File: src/rtl/omega8_pkg.sv
// rtl/omega8_pkg.sv - shared widths, arbiter state encoding and register constants
package omega8_pkg;
  localparam int REG_IDX_W = 3;
  localparam int DATA_W    = 8;

  localparam logic [REG_IDX_W-1:0] REG_ZERO = '0;

  typedef enum logic [1:0] {
    ARB_IDLE  = 2'd0,
    ARB_ISSUE = 2'd1,
    ARB_WAIT  = 2'd2,
    ARB_RESP  = 2'd3
  } arb_state_e;

  typedef enum logic {
    GNT_WR = 1'b0,
    GNT_RD = 1'b1
  } arb_grant_e;
endpackage

File: src/rtl/reg_arb_timer.sv
// rtl/reg_arb_timer.sv - saturating up-counter with clear, enable and limit-hit flag
module reg_arb_timer #(
  parameter int W = 4
) (
  input  logic         i_clk,
  input  logic         i_rst_n,
  input  logic         i_clr,
  input  logic         i_en,
  input  logic [W-1:0] i_limit,
  output logic         o_hit
);
  logic [W-1:0] count_q;
  logic [W-1:0] count_d;

  always_comb begin
    count_d = count_q;
    if (i_clr) begin
      count_d = '0;
    end else if (i_en && (count_q != i_limit)) begin
      count_d = count_q + 1'b1;
    end
  end

  always_ff @(posedge i_clk or negedge i_rst_n) begin
    if (!i_rst_n) begin
      count_q <= '0;
    end else begin
      count_q <= count_d;
    end
  end

  assign o_hit = (count_q == i_limit);
endmodule

File: src/rtl/reg_file_arbiter.sv
// rtl/reg_file_arbiter.sv - arbitrates decode reads and writeback writes onto the register file
// Optional watchdog on a missing i_rf_done: REG_FILE_ARB_TIMEOUT_EN
module reg_file_arbiter
  import omega8_pkg::*;
#(
  parameter int MAX_WAIT = 4,
  parameter int TIMEOUT  = 15
) (
  input  logic                 i_clk,
  input  logic                 i_rst_n,
  input  logic                 i_rd_req,
  input  logic [REG_IDX_W-1:0] i_rd_addr1,
  input  logic [REG_IDX_W-1:0] i_rd_addr2,
  output logic                 o_rd_valid,
  output logic [DATA_W-1:0]    o_rd_data1,
  output logic [DATA_W-1:0]    o_rd_data2,
  input  logic                 i_wr_req,
  input  logic [REG_IDX_W-1:0] i_wr_addr,
  input  logic [DATA_W-1:0]    i_wr_data,
  output logic                 o_wr_ack,
  output logic [REG_IDX_W-1:0] o_rf_address1,
  output logic [REG_IDX_W-1:0] o_rf_address2,
  output logic [DATA_W-1:0]    o_rf_data,
  output logic                 o_rf_read,
  output logic                 o_rf_write,
  input  logic                 i_rf_done,
  input  logic [DATA_W-1:0]    i_rf_data1,
  input  logic [DATA_W-1:0]    i_rf_data2,
  output logic                 o_err
);
  arb_state_e           state_q, state_d;
  arb_grant_e           grant_q, grant_d;
  logic [REG_IDX_W-1:0] addr1_q, addr1_d, addr2_q, addr2_d;
  logic [DATA_W-1:0]    wdata_q, wdata_d;
  logic [DATA_W-1:0]    rdata1_q, rdata1_d, rdata2_q, rdata2_d;
  logic                 rf_read_q, rf_read_d, rf_write_q, rf_write_d;
  logic                 rd_valid_q, rd_valid_d, wr_ack_q, wr_ack_d;
  logic                 starve_clr, starve_inc, starve_hit;
  logic                 wd_hit;

  // Counts arbitration losses of a pending read; hit forces the read through.
  reg_arb_timer #(.W(4)) u_starve (
    .i_clk   (i_clk),
    .i_rst_n (i_rst_n),
    .i_clr   (starve_clr),
    .i_en    (starve_inc),
    .i_limit (4'(MAX_WAIT)),
    .o_hit   (starve_hit)
  );

`ifdef REG_FILE_ARB_TIMEOUT_EN
  logic err_q, err_d;

  // Count register equals (WAIT cycles - 1), so hit marks the TIMEOUT-th WAIT cycle.
  reg_arb_timer #(.W(8)) u_watchdog (
    .i_clk   (i_clk),
    .i_rst_n (i_rst_n),
    .i_clr   (state_q != ARB_WAIT),
    .i_en    (state_q == ARB_WAIT),
    .i_limit (8'(TIMEOUT - 1)),
    .o_hit   (wd_hit)
  );

  always_ff @(posedge i_clk or negedge i_rst_n) begin
    if (!i_rst_n) begin
      err_q <= 1'b0;
    end else begin
      err_q <= err_d;
    end
  end

  always_comb begin
    err_d = err_q;
    if ((state_q == ARB_WAIT) && !i_rf_done && wd_hit) begin
      err_d = 1'b1;
    end
  end

  assign o_err = err_q;
`else
  logic [7:0] timeout_unused;
  assign timeout_unused = 8'(TIMEOUT);
  assign wd_hit         = 1'b0;
  assign o_err          = 1'b0;
`endif

  always_comb begin
    state_d    = state_q;
    grant_d    = grant_q;
    addr1_d    = addr1_q;
    addr2_d    = addr2_q;
    wdata_d    = wdata_q;
    rdata1_d   = rdata1_q;
    rdata2_d   = rdata2_q;
    rf_read_d  = 1'b0;
    rf_write_d = 1'b0;
    rd_valid_d = 1'b0;
    wr_ack_d   = 1'b0;
    starve_clr = 1'b0;
    starve_inc = 1'b0;
    case (state_q)
      ARB_IDLE: begin
        if (i_rd_req && (!i_wr_req || starve_hit)) begin
          grant_d    = GNT_RD;
          addr1_d    = i_rd_addr1;
          addr2_d    = i_rd_addr2;
          rf_read_d  = 1'b1;
          starve_clr = 1'b1;
          state_d    = ARB_ISSUE;
        end else if (i_wr_req) begin
          grant_d    = GNT_WR;
          addr1_d    = i_wr_addr;
          wdata_d    = i_wr_data;
          starve_inc = i_rd_req;
          // Index 0 is hardwired: acknowledge without touching the file.
          if (i_wr_addr == REG_ZERO) begin
            wr_ack_d = 1'b1;
            state_d  = ARB_RESP;
          end else begin
            rf_write_d = 1'b1;
            state_d    = ARB_ISSUE;
          end
        end
      end
      ARB_ISSUE: state_d = ARB_WAIT;
      ARB_WAIT: begin
        if (i_rf_done || wd_hit) begin
          state_d = ARB_RESP;
          if (grant_q == GNT_RD) begin
            rd_valid_d = 1'b1;
            rdata1_d   = i_rf_done ? i_rf_data1 : '0;
            rdata2_d   = i_rf_done ? i_rf_data2 : '0;
          end else begin
            wr_ack_d = 1'b1;
          end
        end
      end
      ARB_RESP: state_d = ARB_IDLE;
      default:  state_d = ARB_IDLE;
    endcase
  end

  always_ff @(posedge i_clk or negedge i_rst_n) begin
    if (!i_rst_n) begin
      state_q    <= ARB_IDLE;
      grant_q    <= GNT_WR;
      addr1_q    <= '0;
      addr2_q    <= '0;
      wdata_q    <= '0;
      rdata1_q   <= '0;
      rdata2_q   <= '0;
      rf_read_q  <= 1'b0;
      rf_write_q <= 1'b0;
      rd_valid_q <= 1'b0;
      wr_ack_q   <= 1'b0;
    end else begin
      state_q    <= state_d;
      grant_q    <= grant_d;
      addr1_q    <= addr1_d;
      addr2_q    <= addr2_d;
      wdata_q    <= wdata_d;
      rdata1_q   <= rdata1_d;
      rdata2_q   <= rdata2_d;
      rf_read_q  <= rf_read_d;
      rf_write_q <= rf_write_d;
      rd_valid_q <= rd_valid_d;
      wr_ack_q   <= wr_ack_d;
    end
  end

  assign o_rf_address1 = addr1_q;
  assign o_rf_address2 = addr2_q;
  assign o_rf_data     = wdata_q;
  assign o_rf_read     = rf_read_q;
  assign o_rf_write    = rf_write_q;
  assign o_rd_valid    = rd_valid_q;
  assign o_rd_data1    = rdata1_q;
  assign o_rd_data2    = rdata2_q;
  assign o_wr_ack      = wr_ack_q;
endmodule

File: config.mk
export PLATFORM = sky130hd
export DESIGN_NAME = reg_file_arbiter
export DESIGN_NICKNAME = d
export VERILOG_FILES = /design/src/rtl/omega8_pkg.sv /design/src/rtl/reg_arb_timer.sv /design/src/rtl/reg_file_arbiter.sv
export SDC_FILE = /design/constraint.sdc
export NUM_CORES = 1
export LEC_CHECK = 0
export BUFFER_PORTS_ARGS = -buffer_cell sky130_fd_sc_hd__buf_2
export CAP_MARGIN = 20
export CORE_UTILIZATION = 36
export DETAILED_ROUTE_END_ITERATION = 7
export PLACE_DENSITY_LB_ADDON = 0.25
export SLEW_MARGIN = 5
export SYNTH_ARGS = -nofsm -noshare
export SYNTH_HDL_FRONTEND = slang
export SYNTH_SLANG_ARGS = --single-unit
File: constraint.sdc
create_clock -name i_clk -period 3.2 [get_ports i_clk]
set_input_delay 0.64 -clock i_clk [delete_from_list [all_inputs] [get_ports i_clk]]
set_output_delay 0.64 -clock i_clk [all_outputs]
set_load 0.01 [all_outputs]
==> flow_metrics.py, run 1 <==
metrics = {
    "critical_path": {
        "r2r_slack_ns": 1.36,
        "endpoint": "o_rf_address2[1]",
        "arrival_ns": 2.02,
        "path_buf_inv": 1,
        "critPathMaxStageDelay_ns": 0.44,
        "r2r-start": "state_q[0]",
        "crit_type": "register to register",
        "cp_max_fo": 15,
        "rr_endpoint": "o_rf_address2[1]",
        "cp-start-kind": "register",
        "crit_chain": "inv_1 -> ha_1 -> nand2_1 -> a21oi_4 -> mux2_2",
        "crit_start": "state_q[0]",
        "cp_slowest_cell": "ha_1",
        "path_depth": 5,
        "crit_family": "adder cells",
        "reg2regPathDepth": 5,
        "required_ns": 3.38,
        "cp-end-kind": "register",
    },
    "clock_tree": {
        "cts.sinks": 41,
        "cts_made_buffers": 5,
        "clockRootBuffer": "clkbuf_8",
        "htreeDepth": 2,
        "post_cts_buffers": 0,
        "clk_pin_slew_ns": 0.08,
        "cts_hold_buf": 0,
        "cts_tree": "yes",
        "worstSkewPairLatency_ns": 0.29,
        "post_cts_resize_count": 0,
        "clk_path_buf_depth": 2,
    },
    "die": {
        "dieArea_um2": 5220,
        "num_rows": 25,
        "io_pins": 73,
        "initial_core_util": 0.376,
        "die_x_um": 72.3,
        "die_y_um": 72.3,
        "fp.coreArea_um2": 4720,
    },
    "final_layout": {
        "instances_no_fill": 269,
        "stdcell_area_um2": 2310,
        "diodes": 0,
        "drive_above_1_share": 0.545,
        "utilization": 0.489,
        "final_nets": 243,
        "area_delta_synth_final_pct": 30.1,
    },
    "grt": {
        "top_usage_layer": "met2",
        "grtUsageTotal": 0.138,
        "grt_max_degree": 42,
        "grt_first_pass_wirelength_mm": 5.43,
        "use_met3": 0.0597,
        "grtUsageMet1": 0.171,
        "overflow": 0,
        "use_met2": 0.220,
        "grt_pass1_vias": 1186,
        "antenna_found_initial": 0,
    },
    "power_and_ir_drop": {
        "ir_drop_v": 0.000430,
        "power.density_nw_per_um2": 944,
        "p_leak_nw": 1.18,
    },
    "sta": {
        "slew_viol_final": 0,
        "fin_crit_ns": 1.84,
        "fmax_mhz": 543,
        "period_share": 0.575,
        "hold_viol_final": 0,
        "setup_viol": 0,
        "skew_ns": 0.00688,
        "worstMarginPinSlew_ns": 0.869,
        "rsz0062_at_grt": "false",
        "slew_headroom": 0.421,
        "fin_tns_setup_ns": 0,
    },
    "placement": {
        "dp.cells": 261,
        "place_area_um2": 2180,
        "globalplace.congestion": 0.702,
        "port_buffers": 71,
        "dp_hpwl_mm": 2.44,
    },
    "detailed_routing": {
        "wl_mm": 3.39,
        "ant_nets": 0,
        "vias": 1226,
        "avgViaCountPerCell": 4.56,
        "drtIter0Drc": 38,
        "drt-pass1-iter-count": 4,
        "drcViolationCount": 0,
        "wl_per_cell_um": 12.6,
    },
    "synthesis": {
        "avgSynthCellArea_um2": 13.8,
        "synthDistinctLibCells": 35,
        "synthCells": 129,
        "netlist.area_leader.share": 0.577,
        "synth-edff-count": 0,
        "synth_common_cells": "dfrtp_1 (41), mux2_2 (20), nand2_1 (9), mux2_4 (7), inv_1 (5)",
        "syn-num-nets": 171,
        "synthTopCellsByArea": "dfrtp_1 (58%), mux2_2 (13%), mux2_4 (5.9%), ha_1 (2.8%), nand2_1 (1.9%)",
        "synthArstFlopShare": 1.00,
        "ys_seq_area_frac": 0.577,
        "synth_area_um2": 1780,
        "yosysMostFrequentCell": "dfrtp_1",
        "synth_seq_cells": 41,
        "ys.flop_type": "dfrtp_1",
        "yosys.area.top_type": "dfrtp_1",
        "yosys_warnings": 0,
    },
    "min_path": {
        "hold_path.class": "input pin to async pin",
    },
    "status": {
        "status": "finished, final reports clean",
    },
    "run": {
        "cap_violations": 0,
    },
}
registers in the layout (all words and copies together) (netlist names):
name              cells
state_q               2
o_rf_address1         3
o_wr_ack              1
o_rd_data2            8
o_rf_data             8
o_rd_data1            8
grant_q               1
o_rd_valid            1
u_starve.count_q      4
o_rf_read             1
o_rf_write            1
o_rf_address2         3
layout by cell type (no fill, tap or decap), types with 2 or more instances in the layout:
cell type	n
clkbuf_8	5
nor2b_1	3
a41oi_1	2
nand4_1	3
mux2_4	7
nor2_1	2
inv_1	5
ha_1	4
nand2_1	9
o21ai_0	2
nand3_1	2
buf_2	71
o211ai_1	3
dfrtp_1	41
mux2_2	20
bufinv_16	2
a21oi_1	2
worst register-to-register path, delay by kind of cell, from the launching register on:
kind / cells / cell delay [ns]
fa+ha+maj: 1 / 0.44
flops: 1 / 0.39
mux: 1 / 0.36
compound gates: 1 / 0.25
simple gates: 1 / 0.19
buf+inv: 1 / 0.09
where the power goes:
| part | leakage, nW | switching, mW | internal (mW) |
|---|---|---|---|
| combinational | 0.598 | 0.394 | 0.433 |
| sequential | 0.510 | 0.122 | 0.749 |
| clock | 0.0681 | 0.174 | 0.310 |
| total | 1.18 | 0.690 | 1.49 |
area by class of cell:
cell class	instances	area [um2]
well taps	67	83.8
multi-input cells	77	693
inverters	5	18.8
clock inverters	3	65.1
repair buffers	71	355
clock buffers	5	68.8
fillers	440	2410
flip-flops and latches	41	1030
metal layers:
| layer | share of wire | wire length (um) |
|---|---|---|
| met5 | 0 | 0 |
| met4 | 0.0091 | 31 |
| met3 | 0.064 | 216 |
| met2 | 0.48 | 1630 |
| met1 | 0.45 | 1510 |
logic make-up after synthesis:
| logic type | after synthesis | share of synthesized area |
|---|---|---|
| AND/OR/NAND/NOR | 27 | 0.0930 |
| XOR/XNOR | 1 | 0.00493 |
| other | 1 | 0.00211 |
| adder cells (fa/ha/maj) | 4 | 0.0282 |
| buffers and inverters | 11 | 0.0324 |
| AO/OA/AOI/OAI | 16 | 0.0704 |
| flip-flops | 41 | 0.577 |
| multiplexers | 28 | 0.192 |
worst min-delay path by stage:
stage | from | endpoint | slack (ns) | cells after the start
detailed placement | o_rf_data[5] | o_rf_data[5] | 0.49 | 1
finish | i_rst_n | o_rf_data[7] | 0.46 | 1
global placement | o_rd_data1[0] | o_rd_data1[0] | 0.48 | 1
global route | o_rf_data[1] | o_rf_data[1] | 0.52 | 1
CTS | i_rst_n | o_rf_data[7] | 0.51 | 1
floorplan | i_rst_n | grant_q | 0.34 | 0
per-stage QoR:
step	total power, mW	hold slack, ns	setup slack (ns)
global placement	1.70	0.484	1.44
finish	2.18	0.460	1.36
floorplan	1.42	0.344	1.63
CTS	2.21	0.508	1.35
detailed placement	1.72	0.486	1.38
global route	2.33	0.519	1.23
(Power assumes the default switching activity.)
==> inputs of run 2 (changes only) <==
==> constraint.sdc (replaced) <==
create_clock -name i_clk -period 1.6 [get_ports i_clk]
set_input_delay 0.32 -clock i_clk [delete_from_list [all_inputs] [get_ports i_clk]]
set_output_delay 0.32 -clock i_clk [all_outputs]
set_load 0.01 [all_outputs]
==> run 2 against run 1 <==
Worst setup slack got worse by 1.3 ns. Sequential power grew 97%. Routed wire length grew 0.86%. Critical path type unchanged. Global-route usage shrank 0.32 points. Worst hold slack worse by 0.21 ns. Critical endpoint is now o_rf_address2[2]. Highest routed layer unchanged. Final area is 2.9% higher. Die area unchanged.
==> flow_metrics.py, run 2 (same netlist as run 1, synthesis figures left out) <==
metrics = {
    "die": {
        "initial_core_util": 0.376,
        "dieArea_um2": 5220,
        "num_rows": 25,
        "io_pins": 73,
        "die_x_um": 72.3,
        "die_y_um": 72.3,
        "fp.coreArea_um2": 4720,
    },
    "placement": {
        "port_buffers": 71,
        "globalplace.congestion": 0.745,
        "dp_hpwl_mm": 2.57,
    },
    "critical_path": {
        "cp_slowest_cell": "dfrtp_1",
        "cp-start-kind": "register",
        "required_ns": 1.78,
        "cp-end-kind": "register",
        "crit_family": "flip-flops",
        "crit_chain": "inv_1 -> ha_1 -> nand3b_1 -> a21oi_4 -> mux2_2",
        "path_buf_inv": 1,
        "cp_max_fo": 5,
        "critPathMaxStageDelay_ns": 0.38,
        "arrival_ns": 1.70,
        "crit_type": "register to register",
    },
    "sta": {
        "fin_crit_ns": 1.52,
        "slew_viol_final": 0,
        "slew_headroom": 0.666,
        "fmax_mhz": 658,
        "worstMarginPinSlew_ns": 0.496,
        "rsz0062_at_grt": "false",
        "setup_viol": 0,
        "fin_tns_setup_ns": 0,
        "period_share": 0.949,
        "hold_viol_final": 0,
        "skew_ns": 0.00501,
    },
    "detailed_routing": {
        "drcViolationCount": 0,
        "wl_mm": 3.42,
        "vias": 1270,
        "wl_per_cell_um": 12.3,
        "avgViaCountPerCell": 4.58,
        "drtIter0Drc": 44,
        "drt-pass1-iter-count": 4,
        "ant_nets": 0,
    },
    "grt": {
        "grt_pass1_vias": 1156,
        "overflow": 0,
        "grt_max_degree": 25,
        "grt_first_pass_wirelength_mm": 5.26,
        "antenna_found_initial": 0,
        "grtUsageTotal": 0.135,
    },
    "final_layout": {
        "area_delta_synth_final_pct": 33.9,
        "diodes": 0,
        "final_nets": 251,
        "utilization": 0.504,
        "final_cell_mix": "buf_2 (71), dfrtp_1 (41), mux2_2 (20)",
        "layout_commonest_cell": "buf_2",
        "drive_above_1_share": 0.557,
    },
    "clock_tree": {
        "cts.sinks": 41,
        "cts_made_buffers": 5,
        "htreeDepth": 2,
        "clockRootBuffer": "clkbuf_8",
        "clk_path_buf_depth": 2,
        "worstSkewPairLatency_ns": 0.29,
        "cts_tree": "yes",
        "post_cts_buffers": 0,
        "clk_pin_slew_ns": 0.08,
    },
    "run": {
        "cap_violations": 0,
    },
    "status": {
        "status": "finished, final reports clean",
    },
    "power_and_ir_drop": {
        "ir_drop_v": 0.000763,
        "power.density_nw_per_um2": 1830,
        "p_leak_nw": 1.21,
    },
    "min_path": {
        "hold_path.class": "input pin to register",
    },
}
[run 2: changes by cell type in the layout (fill, tap and decap cells not counted), sizes merged]
cell | previous run | this run
clkbuf | 5 | 7
dlygate4sd3 | 0 | 1
bufinv | 2 | 1
buf | 71 | 78
clkinv | 1 | 0
[run 2: routing by layer]
layer	global-route usage	part of all wire	vias up
met1	0.166	0.45	601
met4	0.0523	0.016	0
li1	-	-	613
met2	0.214	0.47	50
met5	0	0	-
met3	0.0528	0.062	6
[run 2: worst paths after layout]
| check | startpoint | slack (ns) | depth (start not counted) | endpoint |
|---|---|---|---|---|
| worst max-delay path | u_starve.count_q[0] | 0.08 | 5 | o_rf_address2[2] |
| max in group asynchronous | i_rst_n | 0.62 | 3 | o_rd_data2[5] |
| min in group asynchronous | i_rst_n | 0.51 | 2 | o_rf_data[7] |
| worst min register to register | o_rf_address1[1] | 0.50 | 2 | o_rf_address1[1] |
| worst min-delay path | i_rf_data1[4] | 0.25 | 2 | o_rd_data1[4] |
| worst max register to register | u_starve.count_q[0] | 0.08 | 5 | o_rf_address2[2] |
[run 2: area by class of cell]
cell class,count,area [um2]
clock buffer,7,86.3
clock inverter,1,30.0
fill,453,2340
inverter,5,18.8
multi-input combinational,77,703
sequential,41,1030
tap,67,83.8
timing repair buffer,79,430
[run 2: per-stage QoR]
stage	power (mW)	hold slack, ns	worst slack (ns)	cells	area, um2
5_1_grt	4.65	0.236	0.00507	277	2380
2_1_floorplan	2.85	0.0244	0.0693	129	1780
3_5_place_dp	3.53	0.289	0.0356	268	2240
4_1_cts	4.41	0.241	0.0239	277	2370
3_3_place_gp	3.50	0.293	0.0660	268	2240
6_report	4.35	0.254	0.0810	277	2380
[run 2: worst register-to-register path: cells and delay by family, from the launching register on]
kind | cells | cell delay [ns]
fa+ha+maj | 1 | 0.21
buf+inv | 1 | 0.06
flops | 1 | 0.38
mux | 1 | 0.36
compound gates | 1 | 0.25
simple gates | 1 | 0.16
[run 2: report_power, final]
| part | total, mW | switching [mW] | internal (mW) |
|---|---|---|---|
| clock network | 0.848 | 0.340 | 0.508 |
| logic | 1.78 | 0.828 | 0.953 |
| registers | 1.72 | 0.219 | 1.50 |
| total | 4.35 | 1.39 | 2.96 |
[run 2: what timing repair did]
action	CTS	global route
setup endpoints to repair	0	18
hold buffers	1	0
hold endpoints to repair	17	0
resized for setup	0	2
